**src/rtl/puf_key_gen.sv**
```systemverilog
// puf_key_gen: sequences settle/excite/sample cycles on an external arbiter-PUF
// array and majority-votes NUM_EVALS responses per bit into a key plus a mask
// of bits whose responses were not unanimous.
module puf_key_gen #(
    parameter int NUM_PUF       = 8,
    parameter int CHAL_W        = 64,
    parameter int SETTLE_CYCLES = 100,
    parameter int RESP_DELAY    = 2,
    parameter int NUM_EVALS     = 7,
    localparam int EV_W         = $clog2(NUM_EVALS + 1)
) (
    input  logic                Clk,
    input  logic                Rst_n,
    input  logic                start,
    input  logic [CHAL_W-1:0]   challenge,
    input  logic [NUM_PUF-1:0]  puf_resp,
    output logic [CHAL_W-1:0]   chal_out,
    output logic                excite_l,
    output logic                excite_r,
    output logic                busy,
    output logic                key_valid,
    output logic [NUM_PUF-1:0]  key,
    output logic [NUM_PUF-1:0]  unstable,
    output logic [EV_W-1:0]     eval_idx
);

    // One down-counter serves both the settle and the response-delay phases.
    localparam int MAXD  = (SETTLE_CYCLES > RESP_DELAY) ? SETTLE_CYCLES : RESP_DELAY;
    localparam int CNT_W = $clog2(MAXD + 1);

    localparam logic [CNT_W-1:0] SETTLE_LD = CNT_W'(SETTLE_CYCLES - 1);
    localparam logic [CNT_W-1:0] WAIT_LD   = CNT_W'(RESP_DELAY - 1);
    localparam logic [EV_W-1:0]  LAST_EVAL = EV_W'(NUM_EVALS - 1);
    localparam logic [EV_W-1:0]  HALF      = EV_W'(NUM_EVALS / 2);
    localparam logic [EV_W-1:0]  FULL      = EV_W'(NUM_EVALS);

    typedef enum logic [2:0] {
        S_IDLE,
        S_SETTLE,
        S_EXCITE,
        S_WAIT,
        S_SAMPLE,
        S_DONE
    } state_t;

    state_t            state;
    logic [CNT_W-1:0]  cnt;
    logic              excite_q;
    logic [EV_W-1:0]   ones_cnt [NUM_PUF];

    // NUM_EVALS is odd, so 2*c > NUM_EVALS is the same as c > NUM_EVALS/2.
    function automatic logic vote_bit(input logic [EV_W-1:0] c);
        return c > HALF;
    endfunction

    // A bit is unstable unless every evaluation agreed.
    function automatic logic unstable_bit(input logic [EV_W-1:0] c);
        return (c != '0) && (c != FULL);
    endfunction

    // Both excite paths are driven from one register so they can never differ.
    assign excite_l = excite_q;
    assign excite_r = excite_q;

    // Controller FSM with registered outputs and per-bit ones counters.
    always_ff @(posedge Clk or negedge Rst_n) begin
        if (!Rst_n) begin
            state     <= S_IDLE;
            cnt       <= '0;
            chal_out  <= '0;
            excite_q  <= 1'b0;
            busy      <= 1'b0;
            key_valid <= 1'b0;
            key       <= '0;
            unstable  <= '0;
            eval_idx  <= '0;
            for (int i = 0; i < NUM_PUF; i++) ones_cnt[i] <= '0;
        end else begin
            case (state)
                S_IDLE: begin
                    if (start) begin
                        chal_out  <= challenge;
                        eval_idx  <= '0;
                        busy      <= 1'b1;
                        key_valid <= 1'b0;
                        cnt       <= SETTLE_LD;
                        state     <= S_SETTLE;
                        for (int i = 0; i < NUM_PUF; i++) ones_cnt[i] <= '0;
                    end
                end
                S_SETTLE: begin
                    if (cnt == '0) begin
                        excite_q <= 1'b1;
                        state    <= S_EXCITE;
                    end else begin
                        cnt <= cnt - CNT_W'(1);
                    end
                end
                S_EXCITE: begin
                    excite_q <= 1'b0;
                    cnt      <= WAIT_LD;
                    state    <= S_WAIT;
                end
                S_WAIT: begin
                    // Arbiter outputs are still resolving here; nothing is sampled.
                    if (cnt == '0) state <= S_SAMPLE;
                    else           cnt   <= cnt - CNT_W'(1);
                end
                S_SAMPLE: begin
                    for (int i = 0; i < NUM_PUF; i++)
                        ones_cnt[i] <= ones_cnt[i] + EV_W'(puf_resp[i]);
                    eval_idx <= eval_idx + EV_W'(1);
                    if (eval_idx == LAST_EVAL) begin
                        state <= S_DONE;
                    end else begin
                        cnt   <= SETTLE_LD;
                        state <= S_SETTLE;
                    end
                end
                S_DONE: begin
                    for (int i = 0; i < NUM_PUF; i++) begin
                        key[i]      <= vote_bit(ones_cnt[i]);
                        unstable[i] <= unstable_bit(ones_cnt[i]);
                    end
                    key_valid <= 1'b1;
                    busy      <= 1'b0;
                    state     <= S_IDLE;
                end
                default: state <= S_IDLE;
            endcase
        end
    end

endmodule

```
**config.mk**
```make
export PLATFORM = sky130hd
export DESIGN_NAME = puf_key_gen
export DESIGN_NICKNAME = d
export VERILOG_FILES = /design/src/rtl/puf_key_gen.sv
export SDC_FILE = /design/constraint.sdc
export NUM_CORES = 1
export LEC_CHECK = 0
export CAP_MARGIN = 10
export CELL_PAD_IN_SITES_DETAIL_PLACEMENT = 0
export CELL_PAD_IN_SITES_GLOBAL_PLACEMENT = 1
export CORE_UTILIZATION = 37
export DETAILED_ROUTE_END_ITERATION = 6
export GPL_ROUTABILITY_DRIVEN = 0
export PLACE_DENSITY = 0.88
export SETUP_SLACK_MARGIN = 0.2
export SLEW_MARGIN = 20
export SYNTH_ARGS = -nofsm -noshare
export SYNTH_HDL_FRONTEND = slang
export SYNTH_SLANG_ARGS = --single-unit
```
**constraint.sdc**
```tcl
create_clock -name Clk -period 2 [get_ports Clk]
set_input_delay 0.4 -clock Clk [delete_from_list [all_inputs] [get_ports Clk]]
set_output_delay 0.4 -clock Clk [all_outputs]
set_load 0.01 [all_outputs]
```
==> results_dict.tcl <==
set metrics [dict create \
    outcome "finished, final reports clean" \
    dr.pass1.iters 4 \
    grt_max_degree 70 \
    fin_setup_tns_ns 0 \
    power.leakage_nw 3.47 \
    final-setup-viol-count 0 \
    avgSynthCellArea_um2 13.3 \
    critPathKind "reg2reg" \
    p_total_mw 10.1 \
    synthDominantCellAreaShare_pct 58.7 \
    clkSinkCount 120 \
    antenna_found_initial 0 \
    n_antenna_cell 0 \
    timing.final.ws_setup_ns 0.170 \
    yosys-top-cells-count "120 x dfrtp_1, 72 x mux2_2, 23 x nand2_1" \
    route.detailed.wl_per_inst_um 15.0 \
    initial_utilization_pct 38.3 \
    rsz0062_at_grt "true" \
    drc_errors 0 \
    synth_edf_count 0 \
    via_per_inst 4.88 \
    hold_class "reg2reg" \
    io_buffer_count 161 \
    row_count 42 \
    syn_area_um2 5120 \
    slew_headroom_pct 63.7 \
    area.growth.synth_to_final_pct 50.1 \
    max_clock_freq_ghz 0.546 \
    overflow 0 \
    grt_pass1_wl_um 18900 \
    synth-seq-cells 120 \
    die_w_um 120 \
    finalHoldViolCount 0 \
    dpl.cell_count 719 \
    grt_pass1_vias 3759 \
    start_kind "flip-flop" \
    cp-end-kind "flip-flop" \
    ys_async_sr_fraction_pct 100 \
    yosysSeqAreaShare_pct 58.7 \
    hpwlAfterDp_um 7940 \
    yosys.area.top_type "dfrtp_1" \
    cts-root-buf "clkbuf_16" \
    critPathArrivalTime_ns 2.17 \
    core-area_um2 13300 \
    pre_cts_ws_ns -0.0272 \
    synth_most_common_cell "dfrtp_1" \
    peakVddDrop_v 0.000575 \
    die-area_um2 14300 \
    finClkSkew_ns 0.00962 \
    vias 3700 \
    syn_nets 479 \
    worstPathMaxFanout 6 \
    yosys.cell_types.count 39 \
    ant_nets 0 \
    synth_area_leaders "dfrtp_1 59%, mux2_2 16%, ha_1 4.9%" \
    instances_no_fill 758 \
    drtIter0Drc 196 \
    yosysWarnings 0 \
    syn_inst 384 \
    maxCapViolCount 0 \
    ios 162 \
    tritoncts "built" \
    groute.usage.overall_pct 17.1 \
    final_nets 665 \
    finalCritPeriodShare_pct 91.5 \
    p_per_area_nw_per_um2 1310 \
    drive_gt1_share_pct 23.9 \
    dieHeight_um 120 \
    synth_top_flop_cell "dfrtp_1" \
    post-route-min-period_ns 1.83 \
    final-max-slew-violation-count 0 \
    numCtsBuffers 17 \
    clockBufferDepth 2 \
    wl_um 11400 \
    h-tree-depth 4 \
    required_ns 2.34 \
    worst_pin_slew_ns 0.542 \
    clk_pin_slew_worst_paths_ns 0.05 \
    clkLatencyLatePin_ns 0.41 \
]
## cell type report
cell class	count	area, um2
clock buffers	23	478
clock inverters	8	96.3
fillers	1085	5670
inverters	5	18.8
multi-input cells	240	2010
flip-flops and latches	120	3000
well taps	176	220
repair buffers	186	1860
## worst max-delay path: stages, from the launching register on
cell     delay, ns
dfrtp_1       0.38
inv_1         0.06
ha_2          0.18
a211o_1       0.29
a21o_1        0.23
or4_4         0.49
a21oi_2       0.12
## cells in the final DEF, fill, tap and decap left out, types with 4 or more instances in the layout
master	count
clkbuf_16	17
nor3_1	11
a21oi_1	7
and3_1	9
mux2_2	72
clkinv_2	4
clkdlybuf4s50_1	157
a22o_1	16
dfrtp_1	119
buf_4	21
o31ai_1	12
nand2_1	23
nor2b_1	4
nor2_1	16
o21ai_0	12
xor2_1	7
buf_12	4
ha_1	19
## repair_timing
action | 4_1_cts | 5_1_grt
pin swaps | 2 | 5
hold buffers | 1 | 0
setup endpoints to repair | 3 | 10
hold endpoints to repair | 51 | 0
gates resized for setup | 1 | 14
gates cloned | 0 | 0
buffers inserted | 5 | 2
## kinds of logic (layout without fill, tap and decap cells)
group	count (synthesis)	in the layout	share of synthesized area (%)
xor gates and xnor gates	8	8	1.37
and+or+nand+nor	80	80	7.95
buffers and inverters	24	222	3.08
muxes	72	72	15.8
adders and majority gates	20	20	4.89
DFF	120	120	58.7
AOI/OAI and AO/OA	60	60	8.17
## metrics by stage
step                      cell area, um2  utilization (%)  hold slack [ns]
after floorplan                     5120                -            0.104
after global placement              7000             52.4            0.417
after detailed placement            7000             52.4            0.421
after CTS                           7620             57.1            0.481
after global routing                7680             57.5            0.510
final                               7680             57.5            0.474
## metal layers
layer | global-route usage [%] | up-vias | wire, um
li1 | - | 1761 | -
met1 | 22.2 | 1802 | 5100
met2 | 26.2 | 120 | 5380
met3 | 5.51 | 17 | 668
met4 | 7.42 | 0 | 227
met5 | 0 | - | 0
## worst paths after layout
kind	startpoint	to	slack, ns	cells after the start
worst max-delay path	eval_idx[0]	cnt[4]	0.17	6
min in group asynchronous	Rst_n	chal_out[17]	0.53	3
max in group asynchronous	Rst_n	state[0]	1.12	3
worst min register to register	unstable[2]	unstable[2]	0.47	2
worst max register to register	eval_idx[0]	cnt[4]	0.17	6
worst min-delay path	unstable[2]	unstable[2]	0.47	2
## report_power, final
| part | internal (mW) | total (mW) | switching [mW] |
|---|---|---|---|
| registers | 3.21 | 3.68 | 0.468 |
| clock network | 1.91 | 2.94 | 1.03 |
| logic | 2.15 | 3.45 | 1.30 |
| total | 7.28 | 10.1 | 2.79 |
## sequential cells by signal, summed over array words and instances, names as in the netlist
signal / count
state: 3
chal_out: 64
key_valid: 1
cnt: 7
ones_cnt: 24
excite_l: 1
busy: 1
eval_idx: 3
unstable: 8
key: 8
No activity file was read; power rests on OpenSTA's default activity.
